[config.mk]
export PLATFORM = sky130hd
export DESIGN_NAME = inner_product_sequencer
export DESIGN_NICKNAME = d
export VERILOG_FILES = /design/src/rtl/matmul_pkg.sv /design/src/rtl/inner_product_sequencer.sv
export SDC_FILE = /design/constraint.sdc
export NUM_CORES = 2
export LEC_CHECK = 0
export CAP_MARGIN = 0
export CORE_AREA = 2 2 408 410
export DETAILED_ROUTE_END_ITERATION = 8
export DIE_AREA = 0 0 410 412
export MAX_ROUTING_LAYER = met4
export PLACE_DENSITY = 0.47
export SYNTH_ARGS = -nofsm -noshare
export SYNTH_HDL_FRONTEND = slang
export SYNTH_SLANG_ARGS = --single-unit
[constraint.sdc]
create_clock -name clk -period 3.2 [get_ports clk]
set_clock_uncertainty 0.05 [all_clocks]
set_input_delay 0.96 -clock clk [delete_from_list [all_inputs] [get_ports clk]]
set_output_delay 0.96 -clock clk [all_outputs]
set_load 0.01 [all_outputs]
[src/rtl/matmul_pkg.sv]
// Shared definitions for the matrix-multiplier family: default element
// geometry, the inner-product sequencer state encoding and slice helpers.
package matmul_pkg;

    localparam int unsigned MATMUL_W = 32;
    localparam int unsigned MATMUL_N = 4;

    typedef enum logic [2:0] {
        SEQ_IDLE    = 3'd0,
        SEQ_ISSUE   = 3'd1,
        SEQ_WAIT    = 3'd2,
        SEQ_RELEASE = 3'd3,
        SEQ_FINISH  = 3'd4
    } seq_state_t;

    // Bit offset of element k inside a packed vector of w-bit elements.
    function automatic int unsigned elem_lsb(input int unsigned w, input int unsigned k);
        return w * k;
    endfunction

    // Bit offset of column j inside a packed set of n-element, w-bit columns.
    function automatic int unsigned col_lsb(input int unsigned w, input int unsigned n,
                                            input int unsigned j);
        return w * n * j;
    endfunction

endpackage

[src/rtl/inner_product_sequencer.sv]
// Initiator-side controller for an external inner_product datapath: snapshots
// one A row and N B columns, issues N inner-product requests in turn and
// packs the N scalar results into one output row. Elements are copied as raw
// bits and never interpreted. A level-style ip_done is tolerated by waiting
// for it to drop before the next request.
module inner_product_sequencer
    import matmul_pkg::*;
#(
    parameter int unsigned N       = MATMUL_N,
    parameter int unsigned W       = MATMUL_W,
    parameter int unsigned TIMEOUT = 1023
) (
    input  logic               clk,
    input  logic               rst,
    input  logic               start,
    input  logic [W*N-1:0]     row_in,
    input  logic [W*N*N-1:0]   cols_in,
    output logic [W*N-1:0]     ip_in1,
    output logic [W*N-1:0]     ip_in2,
    output logic               ip_start,
    input  logic [W-1:0]       ip_out,
    input  logic               ip_done,
    output logic [W*N-1:0]     result,
    output logic               done,
    output logic               busy,
    output logic               timeout_err
);

    localparam int unsigned J_W = $clog2(N);
    localparam int unsigned C_W = $clog2(TIMEOUT + 1);
    localparam logic [J_W-1:0] J_LAST  = J_W'(N - 1);
    localparam logic [C_W-1:0] CNT_MAX = C_W'(TIMEOUT);

    seq_state_t           state_q, state_d;
    logic [J_W-1:0]       j_q, j_d;
    logic [C_W-1:0]       cnt_q, cnt_d;
    logic [W*N-1:0]       row_q, row_d;
    logic [W*N*N-1:0]     cols_q, cols_d;
    logic [W*N-1:0]       result_q, result_d;
    logic                 terr_q, terr_d;
    logic                 ip_start_q;
    logic                 done_q;
    logic                 busy_q;

    logic [W*N-1:0]       col_sel_s [N];
    logic [W*N-1:0]       result_wr_s;

    // Per-column views of the snapshot and the row with slice j replaced by ip_out.
    for (genvar k = 0; k < N; k++) begin : g_slice
        assign col_sel_s[k] = cols_q[col_lsb(W, N, k) +: W*N];
        assign result_wr_s[elem_lsb(W, k) +: W] =
            (j_q == J_W'(k)) ? ip_out : result_q[elem_lsb(W, k) +: W];
    end

    // Next-state logic for the request/collect sequence.
    always_comb begin
        state_d  = state_q;
        j_d      = j_q;
        cnt_d    = cnt_q;
        row_d    = row_q;
        cols_d   = cols_q;
        result_d = result_q;
        terr_d   = terr_q;
        case (state_q)
            SEQ_IDLE: begin
                if (start) begin
                    row_d    = row_in;
                    cols_d   = cols_in;
                    result_d = '0;
                    terr_d   = 1'b0;
                    j_d      = '0;
                    cnt_d    = '0;
                    state_d  = SEQ_ISSUE;
                end else begin
                    state_d  = SEQ_IDLE;
                end
            end
            SEQ_ISSUE: begin
                // ip_done seen here belongs to no request of ours, so it is ignored.
                cnt_d   = '0;
                state_d = SEQ_WAIT;
            end
            SEQ_WAIT: begin
                if (ip_done) begin
                    result_d = result_wr_s;
                    state_d  = SEQ_RELEASE;
                end else if (cnt_q == CNT_MAX) begin
                    terr_d   = 1'b1;
                    state_d  = SEQ_FINISH;
                end else begin
                    cnt_d    = cnt_q + C_W'(1);
                end
            end
            SEQ_RELEASE: begin
                if (!ip_done) begin
                    if (j_q == J_LAST) begin
                        state_d = SEQ_FINISH;
                    end else begin
                        j_d     = j_q + J_W'(1);
                        state_d = SEQ_ISSUE;
                    end
                end else begin
                    state_d = SEQ_RELEASE;
                end
            end
            SEQ_FINISH: begin
                state_d = SEQ_IDLE;
            end
            default: begin
                state_d = SEQ_IDLE;
            end
        endcase
    end

    // State, snapshot and registered status outputs, decoded from the next state.
    always_ff @(posedge clk) begin
        if (rst) begin
            state_q    <= SEQ_IDLE;
            j_q        <= '0;
            cnt_q      <= '0;
            row_q      <= '0;
            cols_q     <= '0;
            result_q   <= '0;
            terr_q     <= 1'b0;
            ip_start_q <= 1'b0;
            done_q     <= 1'b0;
            busy_q     <= 1'b0;
        end else begin
            state_q    <= state_d;
            j_q        <= j_d;
            cnt_q      <= cnt_d;
            row_q      <= row_d;
            cols_q     <= cols_d;
            result_q   <= result_d;
            terr_q     <= terr_d;
            ip_start_q <= (state_d == SEQ_ISSUE);
            done_q     <= (state_d == SEQ_FINISH);
            busy_q     <= (state_d != SEQ_IDLE);
        end
    end

    assign ip_in1      = row_q;
    assign ip_in2      = col_sel_s[j_q];
    assign ip_start    = ip_start_q;
    assign result      = result_q;
    assign done        = done_q;
    assign busy        = busy_q;
    assign timeout_err = terr_q;

endmodule

==> flow_metrics.env <==
export IMPL_status="finished with violations"
export IMPL_nets=5241
export IMPL_worst_setup_path_type="reg2out"
export IMPL_max_slew_headroom=0.467
export IMPL_synthCells=3508
export IMPL_post_synth_top_area_fraction=0.514
export IMPL_vias_in_the_first_global_route=28200
export IMPL_avgRoutedWirePerCell_um=20.4
export IMPL_path_clk_slew_ps=60
export IMPL_drc=0
export IMPL_route_vias_total=28700
export IMPL_timing_critical_path_from_type="flip-flop"
export IMPL_postLayoutSetupSlackWorst_ps=-139
export IMPL_fraction_of_the_cycle_the_final_worst_path_needs=1.04
export IMPL_clockRootBuffer="sky130_fd_sc_hd__clkbuf_16"
export IMPL_fp_coreArea_mm2=0.164
export IMPL_filler_cell_count=17500
export IMPL_cts_buffers=95
export IMPL_ys_warns=0
export IMPL_area_delta_synth_final_pct=57.8
export IMPL_synth_top_cells_by_count="sky130_fd_sc_hd__nand2_1 (1288), sky130_fd_sc_hd__dfxtp_1 (787), sky130_fd_sc_hd__a21oi_1 (650)"
export IMPL_synth_lib_cells_used_distinct=45
export IMPL_ir_drop_mv=0.412
export IMPL_yosys_cell_count_top_type="sky130_fd_sc_hd__nand2_1"
export IMPL_max_freq_mhz=300
export IMPL_rr_worst_depth=12
export IMPL_hp_class="reg2reg"
export IMPL_synth_avg_cell_area_um2=8.73
export IMPL_groute_usage_overall=0.162
export IMPL_synth_area_leader_cell="sky130_fd_sc_hd__dfxtp_1"
export IMPL_cp_common_cell="sky130_fd_sc_hd__buf_12"
export IMPL_slew_violations=0
export IMPL_flip_flop_and_latch_count_after_synthesis=787
export IMPL_tmin_final_ps=3340
export IMPL_worstSetupEndpointType="output port"
export IMPL_leakage_component_of_the_power_nw=17.7
export IMPL_leading_post_synthesis_cells_by_cell_area="sky130_fd_sc_hd__dfxtp_1 (51%), sky130_fd_sc_hd__nand2_1 (16%), sky130_fd_sc_hd__a21oi_1 (11%)"
export IMPL_timing_critical_path_fanout_max=8
export IMPL_postSynth_asyncResetShare=0
export IMPL_finalCoreUtilization=0.294
export IMPL_clk_latency_ps=710
export IMPL_wire_length_of_the_first_global_routing_pass_um=196000
export IMPL_drt_first_iter_violations=1948
export IMPL_row_count=149
export IMPL_width_of_the_chip_um=410
export IMPL_die_area_mm2=0.169
export IMPL_initial_utilization=0.187
export IMPL_cts_sinks=787
export IMPL_syn_num_nets=4189
export IMPL_number_of_antenna_violations_at_the_first_check_in_global_routing=26
export IMPL_setup_viol_count_final=78
export IMPL_timing_max_cap_violations=0
export IMPL_cell_by_cell_listing_of_the_critical_path="buf_12, buf_16, buf_12, buf_12, mux4_2, buf_6"
export IMPL_vias_cell=4.20
export IMPL_tritoncts_clock_tree="yes"
export IMPL_drive_gt1_frac=0.128
export IMPL_report_power_total_mw=26.0
export IMPL_hold_path_depth=2
export IMPL_critical_path_required_time_ps=2190
export IMPL_unrepaired_setup_endpoints_after_global_routing="true"
export IMPL_grt_start_max_net_pins=86
export IMPL_timing_final_hold_violations=0
export IMPL_num_io_pins=1064
export IMPL_synth_top_flop_cell="sky130_fd_sc_hd__dfxtp_1"
export IMPL_postRouteAntennaNets=0
export IMPL_placement_io_buffers=1063
export IMPL_clock_path_buffers=3
export IMPL_cts_htree_levels=3
export IMPL_global_route_overflow_total=0
export IMPL_critical_path_slowest_cell="sky130_fd_sc_hd__mux4_2"
export IMPL_failed_checks="negative setup slack"
export IMPL_yosysSeqAreaShare=0.514
export IMPL_gpl_final_weighted_congestion=0.937
export IMPL_synth_enable_flop_cells=0
export IMPL_totalWireLength_um=140000
export IMPL_dpl_hpwl_um=104000
export IMPL_power_per_cell_area_mw_per_mm2=537
export IMPL_firstDrtPassIters=5
export IMPL_slew_at_the_pin_closest_to_its_max_slew_limit_ps=800
export IMPL_cpPeakStageDelay_ps=550
export IMPL_post_synth_instance_area_mm2=0.0306
export IMPL_die_h_um=412
export IMPL_worst_ep_arrival_time_ps=2330
-- final cells by class --
| cell class | instances | area, µm² | share of cell area |
|---|---|---|---|
| antenna | 24 | 60.1 | 0.00124 |
| clock buffer | 142 | 2780 | 0.0576 |
| clock inverter | 33 | 413 | 0.00854 |
| inverter | 9 | 33.8 | 0.000699 |
| multi-input combinational | 2433 | 13600 | 0.282 |
| sequential | 787 | 15800 | 0.326 |
| tap | 2189 | 2740 | 0.0566 |
| timing repair buffer | 1234 | 12900 | 0.267 |
-- worst max-delay path: cells and delay by family, from the launching register on --
family	cells	cell delay (ps)
flops	1	360
mux	1	550
buf+inv	5	690
-- power by group --
group,switching [mW],leakage (nW),internal (mW)
sequential,0.402,6.44,10.4
clock,4.60,1.57,6.39
combinational,2.05,9.65,2.11
total,7.05,17.7,18.9
-- timing repair --
action                                  4_1_cts  5_1_grt
gates cloned                                  7        0
resized for setup                           663       86
pin swaps                                     0        0
setup buffers                                32       11
hold buffers                                  0        0
endpoints found under the setup margin      128      126
endpoints found under the hold margin         0        0
-- flip-flops by register name, indices dropped and copies added, names as in the netlist --
| register | count |
|---|---|
| busy | 1 |
| cnt_q | 10 |
| cols_q | 512 |
| done | 1 |
| ip_in1 | 128 |
| ip_start | 1 |
| j_q | 2 |
| result | 128 |
| state_q | 3 |
| timeout_err | 1 |
-- metal layers --
metal  vias up  global-route usage  share of wire
li1      13800                   -              -
met1     13800               0.191           0.41
met2       922               0.269           0.49
met3       160              0.0417          0.069
met4         0              0.0519          0.026
met5         -                   -              0
-- path summary, 6_finish.rpt --
| path | start | slack, ps | to |
|---|---|---|---|
| min | cols_q[101] | 400 | cols_q[101] |
| max reg2reg | j_q[0] | 630 | result[12] |
| max | j_q[0] | -140 | ip_in2[54] |
| min reg2reg | cols_q[101] | 400 | cols_q[101] |
-- cells by family after synthesis --
group / share of synthesized area
and+or+nand+nor: 0.189
DFF: 0.514
AOI/OAI and AO/OA: 0.115
buffers and inverters: 0.0414
muxes: 0.138
adders and majority gates: 0.00204
-- cell usage in the layout (no fill, tap or decap), types with 55 or more instances in the layout --
cell type / netlist / layout
sky130_fd_sc_hd__nor2_1: 134 / 134
sky130_fd_sc_hd__buf_6: 13 / 125
sky130_fd_sc_hd__buf_12: 0 / 55
sky130_fd_sc_hd__mux2i_1: 133 / 133
sky130_fd_sc_hd__dfxtp_1: 787 / 785
sky130_fd_sc_hd__nand2_1: 1288 / 1287
sky130_fd_sc_hd__clkdlybuf4s50_1: 0 / 934
sky130_fd_sc_hd__buf_4: 0 / 78
sky130_fd_sc_hd__clkbuf_16: 0 / 95
sky130_fd_sc_hd__a21oi_1: 650 / 650
sky130_fd_sc_hd__mux4_2: 128 / 128
-- per-stage QoR --
stage | hold WS, ps | setup slack (ps) | instance area, µm² | TNS (ps) | std cells
finish | 401 | -139 | 48400 | -4850 | 6851
global route | 415 | -245 | 48300 | -17510 | 6847
CTS | 403 | -252 | 48100 | -19310 | 6824
detailed placement | 395 | 148 | 44300 | 0 | 6611
global placement | 389 | 190 | 44300 | 0 | 6611
floorplan | 383 | 542 | 30600 | 0 | 3508
No activity file was read; power rests on OpenSTA's default activity.
